<file path="src/rtl/subleq_serial_writer_if.sv">
// ---------------------------------------------------------------------------
// subleq_serial_writer_if
//
// Purpose:
//   Bundles the instruction handshake, the bit-serial memory write port and
//   the branch-resolution results of the SUBLEQ write-back stage.
//
// Signals:
//   start          request to execute one instruction
//   a_val, b_val   operands A (subtrahend) and B (minuend)
//   addr_b         write-back address
//   addr_c         branch target
//   pc             address of the current instruction
//   busy           instruction in flight
//   wr_en          one strobe per result bit
//   wr_addr        write-back address being written
//   wr_bit_index   index of the bit being written
//   wr_bit         result bit value
//   done           one-cycle completion pulse
//   branch         result <= 0
//   next_pc        next instruction address
//   halted         sticky halt flag (only live with SUBLEQ_HALT_EN)
//
// Modports:
//   master  drives the instruction request, observes the results
//   slave   the write-back stage itself
// ---------------------------------------------------------------------------
interface subleq_serial_writer_if #(
  parameter int WORD_WIDTH = 8,
  parameter int ADDR_WIDTH = 4
);
  localparam int INDEX_WIDTH = (WORD_WIDTH > 1) ? $clog2(WORD_WIDTH) : 1;

  logic                   start;
  logic [WORD_WIDTH-1:0]  a_val;
  logic [WORD_WIDTH-1:0]  b_val;
  logic [ADDR_WIDTH-1:0]  addr_b;
  logic [ADDR_WIDTH-1:0]  addr_c;
  logic [ADDR_WIDTH-1:0]  pc;
  logic                   busy;
  logic                   wr_en;
  logic [ADDR_WIDTH-1:0]  wr_addr;
  logic [INDEX_WIDTH-1:0] wr_bit_index;
  logic                   wr_bit;
  logic                   done;
  logic                   branch;
  logic [ADDR_WIDTH-1:0]  next_pc;
  logic                   halted;

  modport master (
    output start, a_val, b_val, addr_b, addr_c, pc,
    input  busy, wr_en, wr_addr, wr_bit_index, wr_bit, done, branch, next_pc, halted
  );

  modport slave (
    input  start, a_val, b_val, addr_b, addr_c, pc,
    output busy, wr_en, wr_addr, wr_bit_index, wr_bit, done, branch, next_pc, halted
  );
endinterface

</file>
<file path="src/rtl/subleq_serial_writer.sv">
// ---------------------------------------------------------------------------
// subleq_serial_writer
//
// Purpose:
//   Write-back end of the SUBLEQ datapath. Computes B - A bit-serially, LSB
//   first with a rippled borrow, writing each result bit to memory address B
//   as it is produced. After the last bit it resolves the SUBLEQ branch
//   (taken when the signed result is <= 0) and presents the next PC.
//
// Ports:
//   clock    system clock, rising edge
//   reset_n  asynchronous active-low reset
//   bus      subleq_serial_writer_if.slave: instruction request, serial
//            write port, done/branch/next_pc/halted results
//
// Configuration:
//   SUBLEQ_HALT_EN  when defined, a taken branch to the all-ones address sets
//                   a sticky halted flag, keeps next_pc at pc and blocks any
//                   further start until reset. When undefined, halted is 0
//                   and such a branch is an ordinary branch.
// ---------------------------------------------------------------------------
module subleq_serial_writer #(
  parameter int WORD_WIDTH = 8,
  parameter int ADDR_WIDTH = 4
) (
  input  logic                   clock,
  input  logic                   reset_n,
  subleq_serial_writer_if.slave  bus
);

  localparam int INDEX_WIDTH = (WORD_WIDTH > 1) ? $clog2(WORD_WIDTH) : 1;
  localparam logic [INDEX_WIDTH-1:0] LAST_INDEX = INDEX_WIDTH'(WORD_WIDTH - 1);

  typedef enum logic [1:0] {
    IDLE = 2'd0,
    SUB  = 2'd1,
    DONE = 2'd2
  } state_t;

  state_t state;
  state_t state_next;

  logic [WORD_WIDTH-1:0]  a_q;
  logic [WORD_WIDTH-1:0]  b_q;
  logic [ADDR_WIDTH-1:0]  addr_b_q;
  logic [ADDR_WIDTH-1:0]  addr_c_q;
  logic [ADDR_WIDTH-1:0]  pc_q;
  logic [INDEX_WIDTH-1:0] bit_idx;
  logic                   borrow;
  logic                   nonzero;
  logic                   msb_q;
  logic                   branch_q;
  logic [ADDR_WIDTH-1:0]  next_pc_q;

  logic                   accept;
  logic                   last_bit;
  logic                   a_bit;
  logic                   b_bit;
  logic                   sum_bit;
  logic                   borrow_next;
  logic                   branch_calc;
  logic                   halt_now;
  logic                   halt_block;
  logic [ADDR_WIDTH-1:0]  target;

  // One full-subtractor slice, fed from the latched operands so the inputs
  // are free to change once the instruction has been accepted.
  always_comb begin
    a_bit       = a_q[bit_idx];
    b_bit       = b_q[bit_idx];
    sum_bit     = b_bit ^ a_bit ^ borrow;
    borrow_next = (~b_bit & a_bit) | (~(b_bit ^ a_bit) & borrow);
    last_bit    = (bit_idx == LAST_INDEX);
  end

  // Branch resolution. The final borrow is dropped, so the result is taken
  // modulo 2^WORD_WIDTH and "<= 0" means sign bit set or every bit clear.
  // The fall-through address wraps naturally at ADDR_WIDTH bits.
  always_comb begin
    branch_calc = msb_q | ~nonzero;
    halt_now    = 1'b0;
    target      = branch_calc ? addr_c_q : (pc_q + ADDR_WIDTH'(3));
`ifdef SUBLEQ_HALT_EN
    if (branch_calc && (&addr_c_q)) begin
      halt_now = 1'b1;
      target   = pc_q;
    end
`endif
  end

`ifdef SUBLEQ_HALT_EN
  logic halted_q;

  // The halt flag is sticky: it is only ever set, and only reset clears it.
  always_ff @(posedge clock or negedge reset_n) begin
    if (!reset_n) begin
      halted_q <= 1'b0;
    end else if (state == DONE && halt_now) begin
      halted_q <= 1'b1;
    end
  end

  assign halt_block = halted_q;
  assign bus.halted = halted_q;
`else
  assign halt_block = 1'b0;
  assign bus.halted = 1'b0;
`endif

  // State register.
  always_ff @(posedge clock or negedge reset_n) begin
    if (!reset_n) begin
      state <= IDLE;
    end else begin
      state <= state_next;
    end
  end

  // Next-state and output decode. start is only looked at in IDLE, so a
  // request while busy is simply dropped rather than queued. The write strobe
  // and busy come straight from the state, so an async reset removes them
  // in the same instant.
  always_comb begin
    state_next       = state;
    accept           = 1'b0;
    bus.busy         = 1'b0;
    bus.wr_en        = 1'b0;
    bus.wr_bit       = 1'b0;
    bus.done         = 1'b0;
    bus.branch       = branch_q;
    bus.next_pc      = next_pc_q;
    bus.wr_addr      = addr_b_q;
    bus.wr_bit_index = bit_idx;
    case (state)
      IDLE: begin
        if (bus.start && !halt_block) begin
          accept     = 1'b1;
          state_next = SUB;
        end
      end
      SUB: begin
        bus.busy   = 1'b1;
        bus.wr_en  = 1'b1;
        bus.wr_bit = sum_bit;
        if (last_bit) begin
          state_next = DONE;
        end
      end
      DONE: begin
        bus.busy    = 1'b1;
        bus.done    = 1'b1;
        bus.branch  = branch_calc;
        bus.next_pc = target;
        state_next  = IDLE;
      end
      default: begin
        state_next = IDLE;
      end
    endcase
  end

  // Operand latches and the serial subtract state. The bit index stops on
  // the last bit so that msb_q and nonzero are final when DONE is entered;
  // branch and next_pc are registered in DONE so they hold afterwards.
  always_ff @(posedge clock or negedge reset_n) begin
    if (!reset_n) begin
      a_q       <= '0;
      b_q       <= '0;
      addr_b_q  <= '0;
      addr_c_q  <= '0;
      pc_q      <= '0;
      bit_idx   <= '0;
      borrow    <= 1'b0;
      nonzero   <= 1'b0;
      msb_q     <= 1'b0;
      branch_q  <= 1'b0;
      next_pc_q <= '0;
    end else begin
      case (state)
        IDLE: begin
          if (accept) begin
            a_q      <= bus.a_val;
            b_q      <= bus.b_val;
            addr_b_q <= bus.addr_b;
            addr_c_q <= bus.addr_c;
            pc_q     <= bus.pc;
            bit_idx  <= '0;
            borrow   <= 1'b0;
            nonzero  <= 1'b0;
            msb_q    <= 1'b0;
          end
        end
        SUB: begin
          borrow  <= borrow_next;
          nonzero <= nonzero | sum_bit;
          if (last_bit) begin
            msb_q <= sum_bit;
          end else begin
            bit_idx <= bit_idx + INDEX_WIDTH'(1);
          end
        end
        DONE: begin
          branch_q  <= branch_calc;
          next_pc_q <= target;
        end
        default: begin
          bit_idx <= '0;
        end
      endcase
    end
  end

endmodule

</file>
<file path="src/flat_wrapper.sv">
// flat-port wrapper written by rule: the top's interface ports become plain ports
module subleq_serial_writer_flat 
#(
  parameter int WORD_WIDTH = 8,
  parameter int ADDR_WIDTH = 4
)
  (clock, reset_n, bus_start, bus_a_val, bus_b_val, bus_addr_b, bus_addr_c, bus_pc, bus_busy, bus_wr_en, bus_wr_addr, bus_wr_bit_index, bus_wr_bit, bus_done, bus_branch, bus_next_pc, bus_halted);
  subleq_serial_writer_if #(.WORD_WIDTH(WORD_WIDTH), .ADDR_WIDTH(ADDR_WIDTH)) bus_i ();
  input  logic clock;
  input  logic reset_n;
  input wire logic [$bits(bus_i.start)-1:0] bus_start;
  input wire logic [$bits(bus_i.a_val)-1:0] bus_a_val;
  input wire logic [$bits(bus_i.b_val)-1:0] bus_b_val;
  input wire logic [$bits(bus_i.addr_b)-1:0] bus_addr_b;
  input wire logic [$bits(bus_i.addr_c)-1:0] bus_addr_c;
  input wire logic [$bits(bus_i.pc)-1:0] bus_pc;
  output wire logic [$bits(bus_i.busy)-1:0] bus_busy;
  output wire logic [$bits(bus_i.wr_en)-1:0] bus_wr_en;
  output wire logic [$bits(bus_i.wr_addr)-1:0] bus_wr_addr;
  output wire logic [$bits(bus_i.wr_bit_index)-1:0] bus_wr_bit_index;
  output wire logic [$bits(bus_i.wr_bit)-1:0] bus_wr_bit;
  output wire logic [$bits(bus_i.done)-1:0] bus_done;
  output wire logic [$bits(bus_i.branch)-1:0] bus_branch;
  output wire logic [$bits(bus_i.next_pc)-1:0] bus_next_pc;
  output wire logic [$bits(bus_i.halted)-1:0] bus_halted;
  assign bus_i.start = bus_start;
  assign bus_i.a_val = bus_a_val;
  assign bus_i.b_val = bus_b_val;
  assign bus_i.addr_b = bus_addr_b;
  assign bus_i.addr_c = bus_addr_c;
  assign bus_i.pc = bus_pc;
  assign bus_busy = bus_i.busy;
  assign bus_wr_en = bus_i.wr_en;
  assign bus_wr_addr = bus_i.wr_addr;
  assign bus_wr_bit_index = bus_i.wr_bit_index;
  assign bus_wr_bit = bus_i.wr_bit;
  assign bus_done = bus_i.done;
  assign bus_branch = bus_i.branch;
  assign bus_next_pc = bus_i.next_pc;
  assign bus_halted = bus_i.halted;
  subleq_serial_writer #(.WORD_WIDTH(WORD_WIDTH), .ADDR_WIDTH(ADDR_WIDTH)) u_core (.clock(clock), .reset_n(reset_n), .bus(bus_i));
endmodule
</file>
<file path="config.mk">
export PLATFORM = sky130hd
export DESIGN_NAME = subleq_serial_writer_flat
export DESIGN_NICKNAME = d
export VERILOG_FILES = /design/src/rtl/subleq_serial_writer_if.sv /design/src/rtl/subleq_serial_writer.sv /design/src/flat_wrapper.sv
export SDC_FILE = /design/constraint.sdc
export NUM_CORES = 1
export LEC_CHECK = 0
export BUFFER_PORTS_ARGS = -buffer_cell sky130_fd_sc_hd__buf_4
export CAP_MARGIN = 20
export CORE_ASPECT_RATIO = 1.2
export CORE_UTILIZATION = 40
export DETAILED_ROUTE_END_ITERATION = 10
export GPL_ROUTABILITY_DRIVEN = 0
export GPL_TIMING_DRIVEN = 0
export PLACE_DENSITY = 0.67
export SLEW_MARGIN = 20
export SYNTH_ARGS = -nofsm -noshare
export SYNTH_HDL_FRONTEND = slang
export SYNTH_SLANG_ARGS = --single-unit
</file>
<file path="constraint.sdc">
create_clock -name clock -period 2.2 [get_ports clock]
set_input_delay 0.33 -clock clock [delete_from_list [all_inputs] [get_ports clock]]
set_output_delay 0.33 -clock clock [all_outputs]
set_load 0.02 [all_outputs]
</file>
==> results of run 1 <==
-- layer usage --
layer | vias to the layer above | global-route usage [%]
met5 | - | 0
met4 | 0 | 5.87
met3 | 6 | 3.05
met2 | 33 | 28.9
met1 | 662 | 20.7
li1 | 652 | -
-- power breakdown --
part / switching (mW) / internal, mW
Sequential: 0.212 / 1.10
Combinational: 0.765 / 0.916
Clock: 0.250 / 0.283
Total: 1.23 / 2.30
-- Yosys cell counts --
| library cell | count |
|---|---|
| nand2b_1 | 2 |
| o211ai_1 | 1 |
| nand4_1 | 2 |
| nor2b_1 | 5 |
| inv_1 | 7 |
| a31o_2 | 1 |
| buf_2 | 4 |
| mux2_2 | 29 |
| a22o_1 | 1 |
| buf_4 | 2 |
| or4b_1 | 1 |
| buf_6 | 1 |
| clkbuf_1 | 1 |
| mux4_1 | 4 |
| dfrtp_1 | 41 |
| nand3_1 | 4 |
| o21ai_0 | 7 |
| ha_1 | 6 |
| a32o_1 | 1 |
| xnor2_1 | 1 |
| nand3b_1 | 2 |
| mux2i_1 | 3 |
| o311ai_0 | 2 |
| a21oi_1 | 6 |
| conb_1 | 1 |
| or4_1 | 1 |
| nor2_1 | 7 |
| fa_1 | 1 |
| nand2_1 | 5 |
-- sequential cells by signal, indices dropped and copies added, names as in the netlist --
register / cells
u_core.nonzero: 1
u_core.b_q: 8
u_core.branch_q: 1
u_core.bus.wr_addr: 4
u_core.pc_q: 4
u_core.bus.wr_bit_index: 3
u_core.state: 2
u_core.borrow: 1
u_core.addr_c_q: 4
u_core.a_q: 8
u_core.msb_q: 1
u_core.next_pc_q: 4
-- layout make-up --
class                      instances  area [um^2]
clock buffer                       7         96.3
inverter                           7         26.3
multi-input combinational         93          860
tap                               58         72.6
clock inverter                     1         5.00
fill                             404         2080
buffer                             8         51.3
sequential                        41         1030
timing repair buffer              54          409
-- cells in the final DEF (no fill, tap or decap), drive strengths merged --
cell / instances
buf: 61
dfrtp: 41
mux2: 29
clkbuf: 8
nor2: 7
o21ai: 7
inv: 7
a21oi: 6
ha: 6
nand2: 5
nor2b: 5
nand3: 4
mux4: 4
mux2i: 3
nand3b: 2
nand4: 2
nand2b: 2
o311ai: 2
xnor2: 1
o211ai: 1
or4b: 1
or4: 1
a32o: 1
a31o: 1
a22o: 1
fa: 1
conb: 1
clkinv: 1
-- metrics by stage --
stage	worst slack, ns	hold WS [ns]	power, mW	setup TNS (ns)	utilization [%]
6_report	-0.439	0.00396	3.53	-0.638	55.0
5_1_grt	-0.533	0.0417	3.78	-0.889	55.0
4_1_cts	-0.455	0.0202	3.54	-0.662	54.4
3_5_place_dp	-0.179	0.343	2.86	-0.331	51.0
3_3_place_gp	-0.172	0.330	2.79	-0.338	51.0
2_1_floorplan	-0.171	0.0344	2.36	-0.309	-
-- logic make-up after synthesis --
| group | after synthesis | share of synthesized area [%] |
|---|---|---|
| multiplexers | 36 | 23.8 |
| other | 1 | 0.193 |
| AND/OR/NAND/NOR | 29 | 7.92 |
| adder cells (fa/ha/maj) | 7 | 4.89 |
| AO/OA/AOI/OAI | 19 | 6.05 |
| buffers and inverters | 15 | 3.93 |
| XOR/XNOR | 1 | 0.451 |
| flip-flops | 41 | 52.8 |
-- repair_timing --
item / 4_1_cts / 5_1_grt
setup buffers: 5 / 3
hold buffers: 0 / 0
resized for setup: 5 / 3
endpoints found under the setup margin: 6 / 7
pin swaps: 1 / 0
-- path summary, 6_finish.rpt --
path | start | end | slack [ns] | depth (start not counted)
max | u_core.bus.wr_bit_index[1]$_DFFE_PN0P_ | bus_wr_bit | -0.44 | 6
min reg2reg | u_core.b_q[0]$_DFFE_PN0P_ | u_core.b_q[0]$_DFFE_PN0P_ | 0.51 | 1
max reg2reg | u_core.bus.wr_bit_index[1]$_DFFE_PN0P_ | u_core.msb_q$_DFFE_PN0P_ | -0.16 | 7
max in group asynchronous | reset_n | u_core.bus.wr_bit_index[1]$_DFFE_PN0P_ | 1.81 | 1
min | reset_n | u_core.bus.wr_addr[2]$_DFFE_PN0P_ | 0.004 | 1
min in group clock | bus_a_val[1] | u_core.a_q[1]$_DFFE_PN0P_ | 0.26 | 2
==> results.txt, run 1 <==
Clock transition at path regs = 0.08 ns
placed cells = 253
Clk Latency, worst-skew pair = 0.29 ns
ANT nets after route = 0
worst endpoint data arrival time = 2.31 ns
Synth Warn # = 0
post-route minimum period = 2.64 ns
first-pass GRT wire length = 6530 um
DRT Pass-1 Iters = 4
max layer used = met4
I/O Buffers = 46
Max Cap Viol = 0
Syn Inst Count = 149
clock buffer count from CTS = 5
final worst setup slack = -0.439 ns
Setup crit start kind = flop
total number of vias = 1353
Die Y = 78.4 um
Final Non-Filler Cells = 269
Crit path required time = 1.87 ns
DRT iter0 DRCs = 99
leakage power = 1.19 nW
worst-path cell chain = buf_6 -> mux4_2 -> mux2_4 -> fa_1 -> nor2b_2 -> buf_6
largest net degree at the start of global routing = 42
syn_nets = 187
Peak VDD IR = 0.000678 V
Max Clock Skew = 0.00471 ns
initial antenna violation count = 0
full die area = 5140 um^2
RSZ-0062 raised after global routing = yes
syn avg cell area = 13.0 um^2
clk root buf = clkbuf_8
Fin. Hold Viols = 0
share of post-route cells with drive strength above 1 = 51.2%
Post-Route WL = 3860 um
WL met2 = 2060 um
largest cells by area after synthesis = dfrtp_1 (53%), mux2_2 (17%), mux4_1 (5.4%)
slowest stage cell, crit path = mux4_2
Nets = 248
H-Tree Depth = 2
Buffers & Inverters on Critical Path = 2
met3 wire len = 156 um
CTS tree = built
top-area cell type share of the netlist area = 52.8%
final worst-path cycle share = 120%
Synth-to-Final Area Change = 31.1%
Synth Cell Area = 1940 um^2
WL/cell = 14.3 um
routed vias/inst = 5.03
drt drc = 0
Placed Area = 2360 um^2
Top cell by count, worst path = buf_6
CP delay by family, top = multiplexers
CP Class = reg2out
failing checks = setup timing
post-route cell area = 2550 um^2
run status = finished, violations left
CP max FO = 5
FF+latch count, synth = 41
synth unique cells = 29
Worst path max stage delay = 0.50 ns
GRT Util Overall = 16.8%
Worst-Margin Slew = 0.517 ns
Fmax = 379 MHz
sequential-to-total area share from yosys stat = 52.8%
PD cells = 1390 nW/um^2
diode count = 0
vias in the first global route = 1438
initial core utilization = 42.0%
WL met1 = 1580 um
Slew HR = 65.5%
Hold Crit Class = in2async
CTS sink count = 41
core area = 4630 um^2
Slew Limit Fails = 0
Max Buffers Root-to-Sink = 2
die extent in x = 65.6 um
io pins = 48
row count = 27
Crit. End Element = output port
Final setup viols = 3
hpwl dp = 2790 um
Synth area leader = dfrtp_1
total global routing overflow = 0
Power figures use the tool's default switching activity.
==> inputs of run 2 (changes only) <==
Settings changed: ABC_AREA set to 1.
==> run 2 against run 1 <==
The run still ends with setup timing left. Die area rose by 1.6%. Cell area fell by 0.15%. Clock-buffer cell count fell by 1. Setup slack improved by 0.31 ns. Largest cell class unchanged.
==> results.txt, run 2 <==
run status = finished, violations left
failing checks = setup timing
predominant post-synthesis flop cell = dfrtp_1
Clk Latency, worst-skew pair = 0.29 ns (about the same)
Clock transition at path regs = 0.08 ns (about the same)
most frequent cells in the layout = nand2_1 (104), buf_4 (49), dfrtp_1 (39)
Crit. End Element = output port
PD cells = 1390 nW/um^2 (about the same)
post-route cell area = 2540 um^2 (-0.15%)
Peak VDD IR = 0.000657 V (-3.1%)
share of post-route cells with drive strength above 1 = 27.5% (-24 points)
row count = 27 (unchanged)
Hold Crit Class = in2async
Async SR Flop Fraction = 100% (unchanged)
die extent in x = 66.2 um (+0.81%)
ANT nets after route = 0 (unchanged)
Slew HR = 66.0% (+0.50 points)
DRT iter0 DRCs = 54 (-45%)
Final setup viols = 1 (-2)
Syn Inst Count = 243 (+63%)
CP Class = reg2out
top-area cell type share of the netlist area = 51.9% (-0.87 points)
hpwl dp = 2980 um (+6.9%)
I/O Buffers = 46 (unchanged)
Final Non-Filler Cells = 360 (+34%)
Die Y = 79.0 um (+0.81%)
io pins = 48 (unchanged)
sequential-to-total area share from yosys stat = 51.9% (-0.87 points)
final worst setup slack = -0.128 ns (+0.311 ns)
Placed Area = 2390 um^2 (+1.4%)
first-pass GRT wire length = 7470 um (+14%)
syn avg cell area = 8.13 um^2 (-38%)
initial core utilization = 42.4% (+0.39 points)
full die area = 5230 um^2 (+1.6%)
largest cells by area after synthesis = dfrtp_1 (52%), nand2_1 (20%), o21ai_0 (5.6%)
synth unique cells = 21 (-28%)
total global routing overflow = 0 (unchanged)
total number of vias = 1647 (+22%)
Slew Limit Fails = 0 (unchanged)
Post-synth EDFFs = 0 (unchanged)
Fmax = 430 MHz (+13%)
CTS tree = built
Max Clock Skew = 0.00814 ns (+0.00343 ns)
top flop regs = u_core.a_q (8), u_core.b_q (8)
Synth Cell Area = 1980 um^2 (+1.7%)
count leader, synth = nand2_1
clock buffer count from CTS = 5 (unchanged)
overall power = 3.53 mW (about the same)
RSZ-0062 raised after global routing = yes
diode count = 0 (unchanged)
CP max FO = 4 (-1)
Max Buffers Root-to-Sink = 2 (unchanged)
initial antenna violation count = 0 (unchanged)
core area = 4660 um^2 (+0.73%)
dpl ws = 0.0591 ns (+0.238 ns)
setup TNS = -0.128 ns (+0.510 ns)
drt drc = 0 (unchanged)
Crit path required time = 1.87 ns (about the same)
DRT Pass-1 Iters = 4 (unchanged)
Max Cap Viol = 0 (unchanged)
WL/cell = 11.5 um (-20%)
commonest non-fill, non-tap cell in the layout = nand2_1
cts hold-fix bufs = 0 (unchanged)
clk root buf = clkbuf_8
Synth Warn # = 0 (unchanged)
leakage power = 1.35 nW (+13%)
Fin. Hold Viols = 0 (unchanged)
Worst-Margin Slew = 0.510 ns (-0.00744 ns)
final worst-path cycle share = 106% (-14 points)
routed vias/inst = 4.58 (-9.0%)
vias in the first global route = 1709 (+19%)
Synth area leader = dfrtp_1
GRT Util Overall = 18.5% (+1.7 points)
placed cells = 347 (+37%)
FF+latch count, synth = 41 (unchanged)
CTS sink count = 41 (unchanged)
Post-Route WL = 4120 um (+6.9%)
Synth-to-Final Area Change = 28.8%
top cells by count, synth = nand2_1 (104), dfrtp_1 (41), o21ai_0 (22), inv_1 (20), nor2_1 (20)
Setup crit start kind = flop
H-Tree Depth = 2 (unchanged)
worst endpoint data arrival time = 2.00 ns (-0.31 ns)
largest net degree at the start of global routing = 42 (unchanged)
post-route minimum period = 2.33 ns (-0.311 ns)
Nets = 339 (+37%)
syn_nets = 281 (+50%)
-- run 2: cell count changes in the layout (fill, tap and decap cells not counted), sizes merged, moves of 3 or more --
| cell | delta |
|---|---|
| a21oi | -3 |
| mux2i | -3 |
| nand2 | +102 |
| nor2b | -5 |
| mux2 | -29 |
| o21ai | +19 |
| mux4 | -4 |
| buf | -3 |
| nor2 | +14 |
| inv | +15 |
-- run 2: repair_timing --
item                       in CTS  in global routing
pin swaps                      11                  0
setup buffers                   4                  0
gates resized for setup        12                  3
setup endpoints to repair       1                  1
gates cloned                    1                  0
-- run 2: cell families (layout without fill, tap and decap cells) --
group                    Yosys count  count (layout)  synth area share [%]
XOR/XNOR                           1               1                 0.443
AND/OR/NAND/NOR                  134             134                  26.6
other                              1               1                 0.190
buffers and inverters             29              88                  7.28
adder cells (fa/ha/maj)            7               7                  4.81
AO/OA/AOI/OAI                     30              30                  8.74
flip-flops                        41              41                  51.9
-- run 2: layout make-up --
type	count	area (um^2)
plain buffers	7	62.6
clock buffers	6	72.6
clock inverters	2	15.0
fillers	462	2120
inverters	22	85.1
multi-input cells	173	813
flip-flops and latches	41	1030
well taps	58	72.6
repair buffers	51	394
-- run 2: where the power goes --
part           internal (mW)  total (mW)  switching (mW)
clock network          0.224       0.490           0.267
registers               1.09        1.28           0.187
logic                  0.728        1.76            1.03
-- run 2: critical path, stage by stage (launching register included) --
cell and delay [ns]:
dfrtp_2 0.45, buf_6 0.13, nor2_2 0.07, nor2_1 0.05
nand2_1 0.05, o21ai_1 0.06, nand2_1 0.06, nand2_1 0.07
fa_1 0.48, nor2_2 0.14, buf_6 0.13
-- run 2: metrics by stage --
step	utilization [%]	hold WS [ns]
finish	54.6	0.00112
global route	54.6	0.0319
CTS	54.4	0.0207
detailed placement	51.3	0.347
global placement	51.3	0.344
floorplan	-	0.0344
-- run 2: worst paths after layout --
kind / start / endpoint / slack, ns / cells past startpoint
min reg2reg: u_core.msb_q$_DFFE_PN0P_ / u_core.msb_q$_DFFE_PN0P_ / 0.49 / 2
max: u_core.bus.wr_bit_index[0]$_DFFE_PN0P_ / bus_wr_bit / -0.13 / 10
max reg2reg: u_core.bus.wr_bit_index[0]$_DFFE_PN0P_ / u_core.nonzero$_DFFE_PN0P_ / 0.41 / 11
max in group asynchronous: reset_n / u_core.bus.wr_bit_index[0]$_DFFE_PN0P_ / 1.82 / 1
min: reset_n / u_core.next_pc_q[3]$_DFF_PN0_ / 0.001 / 1
min in group clock: bus_pc[2] / u_core.pc_q[2]$_DFFE_PN0P_ / 0.22 / 3
-- run 2: metal layers --
layer | share of wire, % | up-vias | wire length, um | GRT usage (%)
li1 | - | 866 | - | -
met4 | 1.2 | 0 | 49 | 5.74
met5 | 0 | - | 0 | 0
met2 | 50 | 36 | 2060 | 31.9
met1 | 45 | 741 | 1840 | 22.4
met3 | 4.2 | 4 | 175 | 4.45
==> inputs of run 3 (changes only) <==
Settings changed: REMOVE_ABC_BUFFERS set to 1.
==> run 3 against run 2 <==
The flow finishes with violations (hold timing, setup timing). Via count up 0.49%. Register-to-register slack about the same. Clock power up 7.6%. Combinational power about the same. Cell area about the same. Sequential power about the same. Power up 0.94%. Critical endpoint unchanged. Largest cell class unchanged. Highest routed layer unchanged.
==> results.txt, run 3 (synthesis results as in run 2) <==
run status = finished, violations left
failing checks = hold timing, setup timing
total number of vias = 1655 (+0.49%)
Crit. End Element = output port
DRT Pass-1 Iters = 4 (unchanged)
first-pass GRT wire length = 6660 um (-11%)
worst r2r src = u_core.bus.wr_bit_index[0]$_DFFE_PN0P_
Die Y = 79.0 um (unchanged)
GRT Util Overall = 16.6% (-1.9 points)
largest net degree at the start of global routing = 42 (unchanged)
r2r setup slk = 0.41 ns (about the same)
Fmax = 420 MHz (-2.2%)
initial antenna violation count = 0 (unchanged)
hold_ws = -0.0107 ns (-0.0118 ns)
Peak VDD IR = 0.000488 V (-26%)
diode count = 0 (unchanged)
Crit path required time = 1.87 ns (about the same)
Hold Crit Class = in2async
Clk Latency, worst-skew pair = 0.30 ns (about the same)
die extent in x = 66.2 um (unchanged)
Final setup viols = 1 (unchanged)
post-route minimum period = 2.38 ns (+0.0524 ns)
clock buffer count from CTS = 5 (unchanged)
row count = 27 (unchanged)
fill cell count = 473 (+2.4%)
Max Cap Viol = 0 (unchanged)
total global routing overflow = 0 (unchanged)
overall power = 3.56 mW (+0.94%)
share of post-route cells with drive strength above 1 = 28.6% (+1.1 points)
hpwl dp = 2700 um (-9.7%)
drt drc = 0 (unchanged)
most frequent cells in the layout = nand2_1 (103), buf_4 (49), dfrtp_1 (39)
Fin. Hold Viols = 15 (+15)
clk root buf = clkbuf_8
CTS tree = built
DRT iter0 DRCs = 54 (unchanged)
Slew Limit Fails = 0 (unchanged)
Setup crit start kind = flop
CP Class = reg2out
final worst-path cycle share = 108% (+2.4 points)
Slew HR = 65.9% (-0.072 points)
RSZ-0062 raised after global routing = yes
ANT nets after route = 0 (unchanged)
Post-Route WL = 3970 um (-3.8%)
final worst setup slack = -0.180 ns (-0.0524 ns)
Synth-to-Final Area Change = 28.6% (about the same)
Nets = 334 (-1.5%)
vias in the first global route = 1567 (-8.3%)
placed cells = 340 (-2.0%)
core area = 4660 um^2 (unchanged)
Final Non-Filler Cells = 355 (-1.4%)
H-Tree Depth = 2 (unchanged)
I/O Buffers = 46 (unchanged)
CTS sink count = 41 (unchanged)
leakage power = 1.34 nW (-0.68%)
Max Buffers Root-to-Sink = 2 (unchanged)
CP max FO = 6 (+2)
initial core utilization = 42.4% (unchanged)
PD cells = 1400 nW/um^2 (+1.0%)
commonest non-fill, non-tap cell in the layout = nand2_1
io pins = 48 (unchanged)
routed vias/inst = 4.66 (+1.9%)
Worst-Margin Slew = 0.511 ns (+0.00108 ns)
R2R cell count = 11 (unchanged)
Max Clock Skew = 0.00716 ns (-0.000974 ns)
reg2reg end = u_core.nonzero$_DFFE_PN0P_
worst endpoint data arrival time = 2.05 ns (+0.05 ns)
full die area = 5230 um^2 (unchanged)
WL/cell = 11.2 um (-2.5%)
top flop regs = u_core.a_q (8), u_core.b_q (8)
Clock transition at path regs = 0.09 ns (about the same)
final core utilization = 54.5% (about the same)
==> run 3: cell types whose count changed in the layout (fill, tap and decap cells not counted), moves of 2 or more <==
cell and change:
buf_2 -2, buf_6 -4, inv_6 +2, nor2_1 -4, nor2_2 +2, nor2_4 +2
==> run 3: final cells by class <==
| cell class | count | area [um^2] | share of cell area, % |
|---|---|---|---|
| tap | 58 | 72.6 | 2.86 |
| multi-input combinational | 173 | 840 | 33.0 |
| inverter | 22 | 85.1 | 3.35 |
| clock inverter | 3 | 25.0 | 0.985 |
| timing repair buffer | 53 | 422 | 16.6 |
| sequential | 41 | 1030 | 40.5 |
| clock buffer | 5 | 68.8 | 2.71 |
==> run 3: repair_timing <==
action | CTS | global route
hold buffers | 0 | 0
pin swaps | 4 | 12
buffers inserted | 5 | 2
gates resized for setup | 7 | 15
gates cloned | 0 | 0
setup endpoints to repair | 1 | 1
endpoints found under the hold margin | 0 | 0
==> run 3: worst max-delay path by stage <==
stage	slack (ns)	startpoint	cells after the start	to
after global routing	-0.30	u_core.bus.wr_bit_index[0]$_DFFE_PN0P_	9	bus_wr_bit
after detailed placement	-0.14	u_core.bus.wr_bit_index[0]$_DFFE_PN0P_	8	bus_wr_bit
after floorplan	-0.07	u_core.bus.wr_bit_index[0]$_DFFE_PN0P_	7	bus_wr_bit
final	-0.18	u_core.bus.wr_bit_index[0]$_DFFE_PN0P_	10	bus_wr_bit
after CTS	-0.17	u_core.bus.wr_bit_index[0]$_DFFE_PN0P_	10	bus_wr_bit
after global placement	-0.13	u_core.bus.wr_bit_index[0]$_DFFE_PN0P_	8	bus_wr_bit
==> run 3: stage by stage <==
step / area [um^2] / TNS (ns) / setup WS [ns] / hold slack (ns)
after detailed placement: 2330 / -0.138 / -0.138 / 0.345
after global routing: 2540 / -0.297 / -0.297 / 0.0176
after global placement: 2330 / -0.126 / -0.126 / 0.345
final: 2540 / -0.180 / -0.180 / -0.0107
after CTS: 2490 / -0.168 / -0.168 / 0.00332
after floorplan: 1920 / -0.0697 / -0.0697 / 0.0344
==> run 3: routing by layer <==
metal | GRT usage, % | vias to the layer above | part of all wire [%]
met1 | 20.1 | 769 | 45
met2 | 28.0 | 34 | 49
li1 | - | 847 | -
met4 | 5.96 | 0 | 1.4
met5 | 0 | - | 0
met3 | 4.45 | 5 | 4.3
==> run 3: worst max-delay path, cell delays in order, from the launching register on <==
cell	delay, ns
dfrtp_2	0.46
buf_6	0.15
nor2_2	0.07
nor2_1	0.05
nand2_1	0.08
o21ai_2	0.05
nand2_1	0.06
nand2_1	0.06
fa_1	0.45
nor2_1	0.16
buf_4	0.16
==> run 3: power by group <==
| part | internal, mW | switching (mW) | leakage [nW] | total [mW] |
|---|---|---|---|---|
| clock network | 0.231 | 0.295 | 0.0452 | 0.527 |
| logic | 0.721 | 1.03 | 0.783 | 1.75 |
| registers | 1.09 | 0.194 | 0.508 | 1.29 |
| total | 2.04 | 1.52 | 1.34 | 3.56 |
